===== src/rtl/hazard_ctrl.sv =====
// hazard_ctrl: stage enables and bubble/flush controls for the 5-stage core.
// Define HAZARD_FWD_EN when a forwarding path exists (only load-use stalls).
module hazard_ctrl #(
    parameter int REG_AW    = 3,
    parameter int MEM_LAT   = 2,
    parameter int DRAIN_CYC = 3
) (
    input  logic              clk,
    input  logic              rst,
    input  logic [REG_AW-1:0] dec_rs1,
    input  logic              dec_rs1_used,
    input  logic [REG_AW-1:0] dec_rs2,
    input  logic              dec_rs2_used,
    input  logic              dec_halt,
    input  logic [REG_AW-1:0] ex_write_reg,
    input  logic              ex_write_en,
    input  logic              ex_mem_read,
    input  logic [REG_AW-1:0] mem_write_reg,
    input  logic              mem_write_en,
    input  logic              mem_req,
    input  logic              ex_flush,
    output logic              pc_en,
    output logic              if_id_en,
    output logic              id_ex_en,
    output logic              ex_mem_en,
    output logic              mem_wb_en,
    output logic              if_id_flush,
    output logic              id_ex_flush,
    output logic              halted,
    output logic [1:0]        state
);

    typedef enum logic [1:0] {
        RUN     = 2'd0,
        MEMWAIT = 2'd1,
        DRAIN   = 2'd2,
        HALTED  = 2'd3
    } state_t;

    localparam int WAIT_W  = (MEM_LAT > 2) ? $clog2(MEM_LAT - 1) : 1;
    localparam int DRAIN_W = $clog2(DRAIN_CYC + 1);
    localparam logic [WAIT_W-1:0]  WAIT_LOAD  = WAIT_W'((MEM_LAT > 1) ? MEM_LAT - 2 : 0);
    localparam logic [DRAIN_W-1:0] DRAIN_LOAD = DRAIN_W'(DRAIN_CYC);

    state_t              state_q, state_d, ret_q, ret_d, cur_state;
    logic [WAIT_W-1:0]   wait_q, wait_d;
    logic [DRAIN_W-1:0]  drain_q, drain_d;
    logic                raw;
    logic                mem_stall;
    logic                freeze, do_run, do_drain;

`ifdef HAZARD_FWD_EN
    logic ex_load;
    logic unused_mem_fields;
    assign ex_load = ex_mem_read && ex_write_en;
    assign raw = (dec_rs1_used && ex_load && (ex_write_reg == dec_rs1)) ||
                 (dec_rs2_used && ex_load && (ex_write_reg == dec_rs2));
    assign unused_mem_fields = ^{mem_write_reg, mem_write_en};
`else
    logic rs1_hit, rs2_hit;
    logic unused_load_flag;
    assign rs1_hit = (ex_write_en && (ex_write_reg == dec_rs1)) ||
                     (mem_write_en && (mem_write_reg == dec_rs1));
    assign rs2_hit = (ex_write_en && (ex_write_reg == dec_rs2)) ||
                     (mem_write_en && (mem_write_reg == dec_rs2));
    assign raw = (dec_rs1_used && rs1_hit) || (dec_rs2_used && rs2_hit);
    assign unused_load_flag = ex_mem_read;
`endif

    assign mem_stall = mem_req && (MEM_LAT > 1);
    // Reset forces the RUN view of the outputs even before the register clears.
    assign cur_state = rst ? RUN : state_q;
    assign state     = cur_state;

    always_ff @(posedge clk) begin
        if (rst) begin
            state_q <= RUN;
            ret_q   <= RUN;
            wait_q  <= '0;
            drain_q <= '0;
        end else begin
            state_q <= state_d;
            ret_q   <= ret_d;
            wait_q  <= wait_d;
            drain_q <= drain_d;
        end
    end

    // Classify the cycle: frozen, normal running control, or drain control.
    // The MEMWAIT release cycle behaves as the state it returns to.
    always_comb begin
        freeze   = 1'b0;
        do_run   = 1'b0;
        do_drain = 1'b0;
        case (cur_state)
            RUN: begin
                if (mem_stall) freeze = 1'b1;
                else           do_run = 1'b1;
            end
            MEMWAIT: begin
                if (wait_q != '0)        freeze   = 1'b1;
                else if (ret_q == DRAIN) do_drain = 1'b1;
                else                     do_run   = 1'b1;
            end
            DRAIN: begin
                if (mem_stall) freeze   = 1'b1;
                else           do_drain = 1'b1;
            end
            default: freeze = 1'b1;
        endcase
    end

    always_comb begin
        pc_en       = 1'b1;
        if_id_en    = 1'b1;
        id_ex_en    = 1'b1;
        ex_mem_en   = 1'b1;
        mem_wb_en   = 1'b1;
        if_id_flush = 1'b0;
        id_ex_flush = 1'b0;
        halted      = (cur_state == HALTED);
        if (freeze) begin
            pc_en     = 1'b0;
            if_id_en  = 1'b0;
            id_ex_en  = 1'b0;
            ex_mem_en = 1'b0;
            mem_wb_en = 1'b0;
        end else if (do_drain) begin
            pc_en       = 1'b0;
            if_id_flush = 1'b1;
            id_ex_flush = 1'b1;
        end else if (ex_flush) begin
            if_id_flush = 1'b1;
            id_ex_flush = 1'b1;
        end else if (raw) begin
            pc_en       = 1'b0;
            if_id_en    = 1'b0;
            id_ex_flush = 1'b1;
        end
    end

    always_comb begin
        state_d = cur_state;
        ret_d   = ret_q;
        wait_d  = wait_q;
        drain_d = drain_q;
        if (freeze) begin
            if (cur_state == MEMWAIT) begin
                wait_d = wait_q - WAIT_W'(1);
            end else if (cur_state != HALTED) begin
                // A new access from RUN or DRAIN: remember where to resume.
                state_d = MEMWAIT;
                ret_d   = cur_state;
                wait_d  = WAIT_LOAD;
            end
        end else if (do_drain) begin
            drain_d = drain_q - DRAIN_W'(1);
            state_d = (drain_q == DRAIN_W'(1)) ? HALTED : DRAIN;
        end else if (do_run) begin
            state_d = RUN;
            if (!ex_flush && !raw && dec_halt) begin
                state_d = DRAIN;
                drain_d = DRAIN_LOAD;
            end
        end
    end

endmodule


===== config.mk =====
export PLATFORM = sky130hd
export DESIGN_NAME = hazard_ctrl
export DESIGN_NICKNAME = d
export VERILOG_FILES = /design/src/rtl/hazard_ctrl.sv
export SDC_FILE = /design/constraint.sdc
export NUM_CORES = 1
export LEC_CHECK = 0
export ABC_AREA = 0
export CAP_MARGIN = 20
export CORE_MARGIN = 2
export CORE_UTILIZATION = 37
export DETAILED_ROUTE_END_ITERATION = 10
export GPL_ROUTABILITY_DRIVEN = 0
export PLACE_DENSITY = 0.72
export SYNTH_ARGS = -nofsm -noshare
export SYNTH_HDL_FRONTEND = slang
export SYNTH_SLANG_ARGS = --single-unit

===== constraint.sdc =====
create_clock -name clk -period 3.1 [get_ports clk]
set_clock_uncertainty 0.05 [all_clocks]
set_input_delay 0.93 -clock clk [delete_from_list [all_inputs] [get_ports clk]]
set_output_delay 0.93 -clock clk [all_outputs]
set_load 0.05 [all_outputs]

==> results.toml, run 1 <==
[floorplanning]
die-area_um2 = 2320
start_util_pct = 40.5
core_area_um2 = 1780
ios = 32
die_w_um = 48.2
die_h_um = 48.2
fp-row-count = 15

[synthesis]
yosys_register_bits = 7
syn_nets = 115
synth.avg_cell_area_um2 = 8.30
synth_area_um2 = 722
synth_seq_area_share_pct = 19.4
syn_inst = 87
synthDistinctLibCells = 32
ys_warn_count = 0

[finish]
drive_gt1_share_pct = 39.9
final_net_count = 167
fin_cells = 163
multi_input_area_um2 = 638
layout_commonest_cell = "buf_4"
fin_area_um2 = 1430
seqCellArea_um2 = 140
final_cell_mix = "19 x buf_4, 13 x xnor2_1, 12 x dlygate4sd2_1"
diodes = 0
fill_cells = 117
syn2layout_area_growth_pct = 98.6

[timing]
post-route-period-util_pct = 106
final-max-slew-violation-count = 0
clock.fmax_ghz = 0.304
worst_slack_ns = -0.186
finalHoldViolations = 0
period_needed_ns = 3.29
finalSetupViolCount = 7
rsz0062_at_grt = "yes"
worst_pin_slew_ns = 0.256
max_slew_margin_pct = 82.9

[power]
comb_power_share_pct = 53.1
sw_frac_of_total_pct = 36.9
p_sw_mw = 0.151
leakagePower_nw = 0.623
p_int_mw = 0.258
powerDensity_nw_per_um2 = 285
power.share.clock_pct = 21.9
vdd_drop_max_mv = 0.278
p_seq_share_pct = 25.0

[global_routing]
grt_pass1_wl_mm = 3.17
grtUsageTotal_pct = 19.5
grt_pass1_vias = 787
grt_max_degree = 9
grt-ovfl-total = 0
antenna_found_initial = 0

[worst_setup_path]
worstPathRequired_ns = 2.12
crit_fanout = 6
cpLargestDelayFamily = "compound AO/OA/AOI/OAI gates"
cp-end-kind = "output pin"
arrival_ns = 2.31
max_stage_delay_ns = 0.34
crit_buf_inv = 3
worst_setup_path_start_kind = "input pin"
cp_slowest_cell = "o31a_4"
worstSetupPathType = "in -> out"
path_cells = "buf_8, nand2b_4, buf_6, ha_4, nor2b_4, o21a_4, o31a_4, buf_12"

[clocking]
insertion_delay_ns = 0.27
clock-sinks = 7
cts_buffers = 3
tritoncts = "yes"
cts_root_buffer = "clkbuf_4"
cts_max_level = 1
cts.path.max_buffers = 2
clk_pin_slew_ns = 0.06

[drt]
vias = 821
drtPass1Iterations = 4
routed_wirelength_mm = 2.08
viasPerCell = 5.04
ant_nets = 0
drcViolationCount = 0
drtIter0Drc = 12
wl_per_cell_um = 12.7

[place]
io_buffers = 30
dpl_cell_area_um2 = 1310
dp_cells = 154
dp_hpwl_mm = 1.67

[run]
cap_violations = 0

[status]
violations = "setup timing"
outcome = "finished, violations left"

[worst_hold_path]
min_path_type = "reg -> reg"
[registers in the layout, summed over array words and instances, names as in the netlist]
name / count
ret_q: 2
wait_q: 1
drain_q: 2
state_q: 2
[power by group through the flow]
| stage | Sequential [mW] | Combinational, mW | Clock [mW] |
|---|---|---|---|
| after CTS | 0.101 | 0.210 | 0.0875 |
| after global routing | 0.103 | 0.229 | 0.0999 |
| after floorplan | 0.101 | 0.111 | 0 |
| after detailed placement | 0.103 | 0.208 | 0 |
| after global placement | 0.103 | 0.204 | 0 |
| final | 0.102 | 0.217 | 0.0898 |
[area by class of cell]
class                      instances  area share, %
sequential                         7           9.77
tap                               25           2.18
inverter                           7           2.71
clock inverter                     1          0.349
clock buffer                       3           1.57
timing repair buffer              51           38.9
multi-input combinational         69           44.5
[logic make-up (layout without fill, tap and decap cells)]
group	after synthesis	in the layout	share of synthesized area, %
adder cells (fa/ha/maj)	6	6	10.4
buffers and inverters	11	62	8.66
XOR/XNOR	13	13	15.8
multiplexers	1	1	1.39
AND/OR/NAND/NOR	29	29	23.6
AO/OA/AOI/OAI	20	20	20.8
flip-flops	7	7	19.4
[routing by layer]
layer,part of all wire [%],vias to the layer above,track usage (%),routed length (µm)
met5,0,-,0,0
met4,3.2,0,7.57,67
met3,3.7,7,5.56,77
met2,53,26,34.2,1090
met1,40,377,22.0,837
li1,-,411,-,-
[path summary, 6_finish.rpt]
| check | startpoint | to | slack [ns] | cells past startpoint |
|---|---|---|---|---|
| max | rst | id_ex_flush | -0.19 | 8 |
| max reg2reg | state_q[1] | state_q[1] | 0.91 | 11 |
| min | drain_q[0] | drain_q[0] | 0.54 | 2 |
| min reg2reg | drain_q[0] | drain_q[0] | 0.54 | 2 |
[timing repair]
action,in CTS,in global routing
pin swaps,4,6
setup buffers,2,3
resized for setup,23,10
endpoints found under the setup margin,8,7
hold buffers,0,0
cloned,0,0
[stage by stage]
step | TNS [ns] | hold WS [ns] | power, mW | util [%] | setup WS [ns]
3_3_place_gp | -4.16 | 0.474 | 0.307 | 73.3 | -0.637
4_1_cts | -1.12 | 0.509 | 0.398 | 76.3 | -0.212
3_5_place_dp | -4.33 | 0.491 | 0.311 | 73.3 | -0.664
5_1_grt | -1.13 | 0.591 | 0.432 | 80.4 | -0.223
2_1_floorplan | -3.24 | 0.429 | 0.213 | - | -0.652
6_report | -0.882 | 0.545 | 0.409 | 80.4 | -0.186
[synthesized netlist by cell type]
cell type,number,area share [%]
mux2i_1,1,1.4
a211oi_1,3,3.1
a211o_1,2,2.4
buf_4,2,2.1
buf_2,1,0.69
o211ai_1,1,1.0
o22ai_1,2,1.7
o31ai_1,1,1.0
and2_2,1,1.0
a221o_2,1,1.6
or3_1,2,1.7
xnor2_1,13,16
nand2_1,3,1.6
buf_6,1,1.6
nand4_1,5,4.3
o31a_1,1,1.2
inv_1,6,3.1
a22o_1,2,2.4
a21o_1,1,1.0
a21oi_1,3,2.1
nor2_4,1,1.6
nor3_1,3,2.1
dfxtp_1,7,19
o21a_1,1,1.0
nand2b_1,2,1.7
nor4bb_1,1,1.4
clkinv_4,1,1.2
a22oi_1,2,2.1
nor2b_1,3,2.6
ha_1,6,10
nand2b_4,1,1.9
nor2_1,7,3.6
[worst register-to-register path, cell delays in order (launching register included)]
cell        delay (ns)
dfxtp_1           0.38
nand2b_4          0.14
clkinvlp_4        0.13
ha_1              0.19
a221o_2           0.39
clkinv_4          0.09
buf_4             0.10
buf_4             0.09
buf_4             0.11
nor2_4            0.03
or3_1             0.33
o31ai_1           0.07
(Power assumes the default switching activity.)
==> inputs of run 2 (changes only) <==
- ABC_CLOCK_PERIOD_IN_PS: unset -> 3100
- GPL_ROUTABILITY_DRIVEN: 0 -> 1
==> results of run 2 <==
The final DEF is identical to that of run 1; final timing and power are the same.
